[src/rtl/pipelined_cla_adder.sv]
// rtl/pipelined_cla_adder.sv - pipelined carry-lookahead adder/subtractor with valid/ready handshake
// Optional signed status flags V/N/Z are generated when CLA_ADDER_FLAGS_EN is defined.
module pipelined_cla_adder #(
    parameter int WIDTH  = 32,
    parameter int GROUP  = 4,
    parameter int STAGES = 2
) (
    input  logic             clk,
    input  logic             reset,
    input  logic             in_valid,
    output logic             in_ready,
    input  logic [WIDTH-1:0] A,
    input  logic [WIDTH-1:0] B,
    input  logic             Cin,
    input  logic             sub,
    output logic             out_valid,
    input  logic             out_ready,
    output logic [WIDTH-1:0] S,
    output logic             C_out,
    output logic             G_prime,
    output logic             P_prime,
    output logic             V,
    output logic             N,
    output logic             Z
);
    localparam int SW   = WIDTH / STAGES;
    localparam int GPS  = SW / GROUP;
    localparam int LAST = STAGES - 1;

    logic [WIDTH-1:0] x_q [STAGES];
    logic [WIDTH-1:0] y_q [STAGES];
    logic [WIDTH-1:0] s_q [STAGES];
    logic             c_q [STAGES];
    logic             g_q [STAGES];
    logic             p_q [STAGES];
    logic             vld_q [STAGES];

    logic [WIDTH-1:0] x_n [STAGES];
    logic [WIDTH-1:0] y_n [STAGES];
    logic [WIDTH-1:0] s_n [STAGES];
    logic             c_n [STAGES];
    logic             g_n [STAGES];
    logic             p_n [STAGES];
    logic             vld_n [STAGES];

    logic [WIDTH-1:0] xi, yi, si;
    logic             ci, gi, pi;
    logic             gen, prop, gg, gp, c_grp, gs, ps;
    logic             advance;

    assign advance  = ~vld_q[LAST] | out_ready;
    assign in_ready = advance;

    // Stage k adds slice k using the carry and partial G/P handed over by stage k-1.
    always_comb begin
        xi = '0; yi = '0; si = '0; ci = 1'b0; gi = 1'b0; pi = 1'b1;
        gen = 1'b0; prop = 1'b0; gg = 1'b0; gp = 1'b1; c_grp = 1'b0; gs = 1'b0; ps = 1'b1;
        for (int k = 0; k < STAGES; k++) begin
            x_n[k] = '0; y_n[k] = '0; s_n[k] = '0;
            c_n[k] = 1'b0; g_n[k] = 1'b0; p_n[k] = 1'b0; vld_n[k] = 1'b0;
        end
        for (int k = 0; k < STAGES; k++) begin
            if (k == 0) begin
                xi = A;
                yi = sub ? ~B : B;
                ci = sub | Cin;
                si = '0;
                gi = 1'b0;
                pi = 1'b1;
                vld_n[k] = in_valid;
            end else begin
                xi = x_q[k-1];
                yi = y_q[k-1];
                ci = c_q[k-1];
                si = s_q[k-1];
                gi = g_q[k-1];
                pi = p_q[k-1];
                vld_n[k] = vld_q[k-1];
            end
            c_grp = ci;
            gs    = 1'b0;
            ps    = 1'b1;
            for (int j = 0; j < GPS; j++) begin
                gg = 1'b0;
                gp = 1'b1;
                // gg/gp are the prefix generate/propagate of the group below bit b
                for (int b = 0; b < GROUP; b++) begin
                    gen  = xi[k*SW + j*GROUP + b] & yi[k*SW + j*GROUP + b];
                    prop = xi[k*SW + j*GROUP + b] ^ yi[k*SW + j*GROUP + b];
                    si[k*SW + j*GROUP + b] = prop ^ (gg | (gp & c_grp));
                    gg = gen | (prop & gg);
                    gp = gp & prop;
                end
                c_grp = gg | (gp & c_grp);
                gs    = gg | (gp & gs);
                ps    = ps & gp;
            end
            x_n[k] = xi;
            y_n[k] = yi;
            s_n[k] = si;
            c_n[k] = c_grp;
            g_n[k] = gs | (ps & gi);
            p_n[k] = pi & ps;
        end
    end

    always_ff @(posedge clk) begin
        if (reset) begin
            for (int k = 0; k < STAGES; k++) begin
                x_q[k] <= '0; y_q[k] <= '0; s_q[k] <= '0;
                c_q[k] <= 1'b0; g_q[k] <= 1'b0; p_q[k] <= 1'b0; vld_q[k] <= 1'b0;
            end
        end else if (advance) begin
            for (int k = 0; k < STAGES; k++) begin
                x_q[k] <= x_n[k]; y_q[k] <= y_n[k]; s_q[k] <= s_n[k];
                c_q[k] <= c_n[k]; g_q[k] <= g_n[k]; p_q[k] <= p_n[k]; vld_q[k] <= vld_n[k];
            end
        end
    end

    assign out_valid = vld_q[LAST];
    assign S         = s_q[LAST];
    assign C_out     = c_q[LAST];
    assign G_prime   = g_q[LAST];
    assign P_prime   = p_q[LAST];

`ifdef CLA_ADDER_FLAGS_EN
    logic v_n, v_q, n_q, z_q;

    assign v_n = (x_n[LAST][WIDTH-1] == y_n[LAST][WIDTH-1]) &
                 (s_n[LAST][WIDTH-1] != x_n[LAST][WIDTH-1]);

    always_ff @(posedge clk) begin
        if (reset) begin
            v_q <= 1'b0; n_q <= 1'b0; z_q <= 1'b0;
        end else if (advance) begin
            v_q <= v_n;
            n_q <= s_n[LAST][WIDTH-1];
            z_q <= (s_n[LAST] == '0);
        end
    end

    assign V = v_q;
    assign N = n_q;
    assign Z = z_q;
`else
    assign V = 1'b0;
    assign N = 1'b0;
    assign Z = 1'b0;
`endif
endmodule

[config.mk]
export PLATFORM = sky130hd
export DESIGN_NAME = pipelined_cla_adder
export DESIGN_NICKNAME = d
export VERILOG_FILES = /design/src/rtl/pipelined_cla_adder.sv
export SDC_FILE = /design/constraint.sdc
export NUM_CORES = 1
export LEC_CHECK = 0
export ABC_AREA = 1
export BUFFER_PORTS_ARGS = -buffer_cell sky130_fd_sc_hd__buf_2
export CORE_AREA = 5 5 101 103
export DETAILED_ROUTE_END_ITERATION = 8
export DIE_AREA = 0 0 106 108
export GPL_ROUTABILITY_DRIVEN = 0
export PLACE_DENSITY_LB_ADDON = 0.15
export RECOVER_POWER = 100
export SYNTH_ARGS = -nofsm -noshare
export SYNTH_HDL_FRONTEND = slang
export SYNTH_SLANG_ARGS = --single-unit
[constraint.sdc]
create_clock -name clk -period 5 [get_ports clk]
set_input_delay 0.75 -clock clk [delete_from_list [all_inputs] [get_ports clk]]
set_output_delay 0.75 -clock clk [all_outputs]
set_load 0.005 [all_outputs]
-- Word-level counts from Yosys, hierarchy flattened
Memories as Yosys holds them, arrays and structs flattened.
Cells that the tools add are included.
- memories kept: 7
- memory bits (writable): 200
- bits in registers: 0
- word-level logic and storage cells: 298
- output and inout port bits: 40
- bits of input ports: 70
- multiplexer cells: 20
- bitwise gates (word level): 271
- memory list (memory ; depth ; bits a word ; rd ports ; clocked after Yosys merged registers in ; wr ports ; RTL line ; source):
    s_q ; 2 ; 32 ; 2 ; 0 ; 2 ; 32 ; logic [WIDTH-1:0] s_q [STAGES];
    x_q ; 2 ; 32 ; 1 ; 0 ; 2 ; 30 ; logic [WIDTH-1:0] x_q [STAGES];
    y_q ; 2 ; 32 ; 1 ; 0 ; 2 ; 31 ; logic [WIDTH-1:0] y_q [STAGES];
    c_q ; 2 ; 1 ; 2 ; 0 ; 2 ; 33 ; logic c_q [STAGES];
    g_q ; 2 ; 1 ; 2 ; 0 ; 2 ; 34 ; logic g_q [STAGES];
    p_q ; 2 ; 1 ; 2 ; 0 ; 2 ; 35 ; logic p_q [STAGES];
    +1 memories ; - ; - ; - ; - ; - ; - ;
- operator list (kind ; number):
    $mux W32 ; 7
    $and A1 B1 Y1 ; 126
    $or A1 B1 Y1 ; 79
    $xor A1 B1 Y1 ; 64
    $not A32 Y32 ; 1
    $mux W1 ; 13
    $not A1 Y1 ; 1

-- Depth between registers and ports, before layout
- depth in word-level cells: 18
- mapped depth: 17
- mapped depth without buffers: 16

-- Least setup slack after synthesis
OpenSTA, ideal clock, no wires.
- path type: input -> register
- start: input port out_ready
- end: memory c_q[0][0], enable pin
- setup time: 1070 ps
- data arrival time: 2775 ps
- required time: 3930 ps
- slack: 1155 ps
- path buffers: 0
- cell stages on the path: 2
- cell sequence: inv_1 > nand3_1
- RTL lines (item ; RTL line ; source):
    start: declaration ; 17 ; input logic out_ready,
    end: declaration ; 33 ;

==> run_results.csv <==
group,metric,value,unit
min_path,hold_start,"s_q[0][4]$_SDFFCE_PN0P_",
setup_path,cp.required,5050,ps
layout,final_core_util,0.6245,
setup_path,critPathMaxFanout,34,
clock_network,cts.sinks,88,
global_routing,grt_pass1_wl,15560,µm
pwr,p_leak,2.740,nW
layout,nets,711,
floorplan,ios,110,
sta,rsz0062_at_grt,"no",
sta,max_freq,0.2954,GHz
setup_path,worst-setup-path-type,"in2reg",
yosys,yosys.area.top_type,"edfxtp_1",
clock_network,cts_buffer_depth,2,
routing,vias_per_cell,4.889,
status,status,"finished, violations left",
setup_path,reg2reg_depth,5,
sta,finalSetupViolations,0,
placed_design,place_area,5570,µm²
yosys,async_flop_share,0,
clock_network,cts_max_level,3,
pwr,powerDensity,305.9,nW/µm²
setup_path,arrival,3430,ps
routing,wl_per_cell,13.20,µm
flow_run,drv_cap,2,
sta,setup_tns,0,ps
clock_network,cts_hold_buffers,0,
global_routing,grt.total_usage,0.1706,
sta,finalCriticalPeriod,3386,ps
layout,drive_above_1_share,0.1812,
clock_network,cts.clk_slew.worst_paths,90,ps
setup_path,ff2ff_setup_slack,1850,ps
global_routing,grt_max_degree,89,
routing,routed_wl,9478,µm
floorplan,start_util,0.5427,
sta,period_share,0.6771,
sta,tightest_slew,2166,ps
yosys,synth_edf_count,88,
floorplan,fp-row-count,35,
yosys,synth_cells,496,
yosys,ys.flop_type,"edfxtp_1",
clock_network,cts_inserted_buffers,9,
sta,hold_viol,0,
routing,drtIter0Drc,142,
routing,via_count,3510,
setup_path,crit_start,"sub",
status,violations,"max-capacitance violations, max-slew violations",
setup_path,cp-end-kind,"flop",
pwr,finalPower,1.740,mW
sta,finalMaxSlewViolations,137,
yosys,synth.area.top_cells,"edfxtp_1, ha_1, nor2_1",
min_path,hold_class,"reg2reg",
floorplan,die_y,108,µm
floorplan,core-area,9109,µm²
routing,first_pass_iters,5,
global_routing,grt_overflow,0,
yosys,yosysTopAreaCellShare,0.5345,
routing,drcViolationCount,0,
yosys,seq_area_frac_synth,0.5345,
clock_network,tritoncts,"yes",
placed_design,post-dp-hpwl,6843,µm
placed_design,port_buffers,106,
pwr,ir_drop,0.1306,mV
yosys,syn_area,4943,µm²
global_routing,antenna_found_initial,0,
setup_path,startpoint_type,"primary input",
floorplan,die_area,11450,µm²
clock_network,cts_setup_buffers,0,
yosys,synth_cell_types,32,
yosys,synth-seq-cells,88,
layout,area_growth,15.06,%
global_routing,grt_pass1_vias,3505,
setup_path,endpoint,"s_q[0][9]$_SDFFCE_PN0P_",
sta,clock_skew,10.96,ps
routing,ant_nets,0,
yosys,synth_warnings,0,
clock_network,cts-resized-gates,0,
floorplan,die_x,106,µm
setup_path,reg2reg_to,"p_q[0][0]$_SDFFCE_PN0P_",
setup_path,r2r_start,"vld_q[0][1]$_SDFFCE_PN0P_",
yosys,syn_avg_cell_area,9.967,µm²
layout,antennaDiodeCount,0,
layout,design_area,5688,µm²
clock_network,root_buffer,"clkbuf_8",
sta,slew_headroom,-0.4441,
clock_network,clock_latency,350,ps
state kept, by name, indices dropped and copies added, names as in the netlist:
register and count:
vld_q 2, s_q 48, x_q 16, c_q 2, p_q 2, g_q 2
y_q 16
worst min-delay path by stage:
| stage | to | slack [ps] | cells after the start |
|---|---|---|---|
| after CTS | s_q[0][36]$_SDFFCE_PN0P_ | 550 | 2 |
| final | s_q[0][36]$_SDFFCE_PN0P_ | 550 | 2 |
| after global placement | s_q[0][38]$_SDFFCE_PN0P_ | 530 | 2 |
| after detailed placement | s_q[0][45]$_SDFFCE_PN0P_ | 540 | 2 |
| after floorplan | s_q[0][32]$_SDFFCE_PN0P_ | 520 | 2 |
| after global routing | s_q[0][36]$_SDFFCE_PN0P_ | 570 | 2 |
final cells by class:
class | count | area, µm²
fill | 768 | 3421
tap | 111 | 138.9
clock buffer | 11 | 131.4
inverter | 81 | 304.0
timing repair buffer | 108 | 514.2
multi-input combinational | 314 | 1923
clock inverter | 5 | 33.78
sequential | 88 | 2643
cells by family after synthesis:
group                    count (synthesis)  synth area share
buffers and inverters                   96           0.07770
XOR/XNOR                                39           0.06910
adder cells (fa/ha/maj)                 39            0.1093
AND/OR/NAND/NOR                        187            0.1567
AO/OA/AOI/OAI                           46           0.05188
other                                    1         0.0007586
flip-flops                              88            0.5345
synth_stat cells (7+ instances only):
cell      instances
edfxtp_1         88
nand2_1          61
clkbuf_1          7
xor2_1           19
inv_1            73
xnor2_1          20
nand3_1          12
nor2_1           95
o21ai_1           7
a21oi_1          25
fa_1              7
ha_1             32
critical path: stages:
cell and delay, ps:
buf_2 740, xor2_1 150, ha_1 380, a21oi_1 250, o21ai_0 120, a21oi_1 300, nand2_4 110, fa_1 420
xnor2_1 160, nor2_1 50
where the power goes:
part	switching, mW	internal [mW]
Clock	0.250	0.179
Combinational	0.216	0.153
Sequential	0.0265	0.915
through the flow:
step / cells / hold slack [ps] / worst slack (ps)
3_5_place_dp: 702 / 538.6 / 1368
5_1_grt: 718 / 567.9 / 1361
2_1_floorplan: 498 / 519.2 / 1155
6_report: 718 / 548.7 / 1614
3_3_place_gp: 702 / 525.6 / 1525
4_1_cts: 718 / 550.5 / 1744
layout by cell type, fill, tap and decap left out, types with 3 or more instances in the layout:
cell type	netlist	final
nand2_2	5	3
o21bai_1	3	3
a31oi_1	3	3
inv_1	73	76
buf_2	4	86
conb_1	1	3
o21ai_0	3	7
nand2_1	61	63
nor2_1	95	95
fa_1	7	7
xor2_1	19	19
clkbuf_1	7	23
nand4_1	3	3
clkbuf_8	0	9
ha_1	32	32
edfxtp_1	88	88
nor3_1	5	5
xnor2_1	20	20
clkinvlp_4	0	4
a21oi_1	25	26
o21ai_1	7	3
clkinv_1	3	4
nand3_1	12	12
routing by layer:
metal / share of wire / GRT usage / vias to the layer above
li1: - / - / 1806
met1: 0.44 / 0.2093 / 1603
met2: 0.50 / 0.2996 / 90
met3: 0.048 / 0.03224 / 11
met4: 0.013 / 0.06660 / 0
met5: 0 / 0 / -
Note: power is estimated with default switching activity, not from simulation.
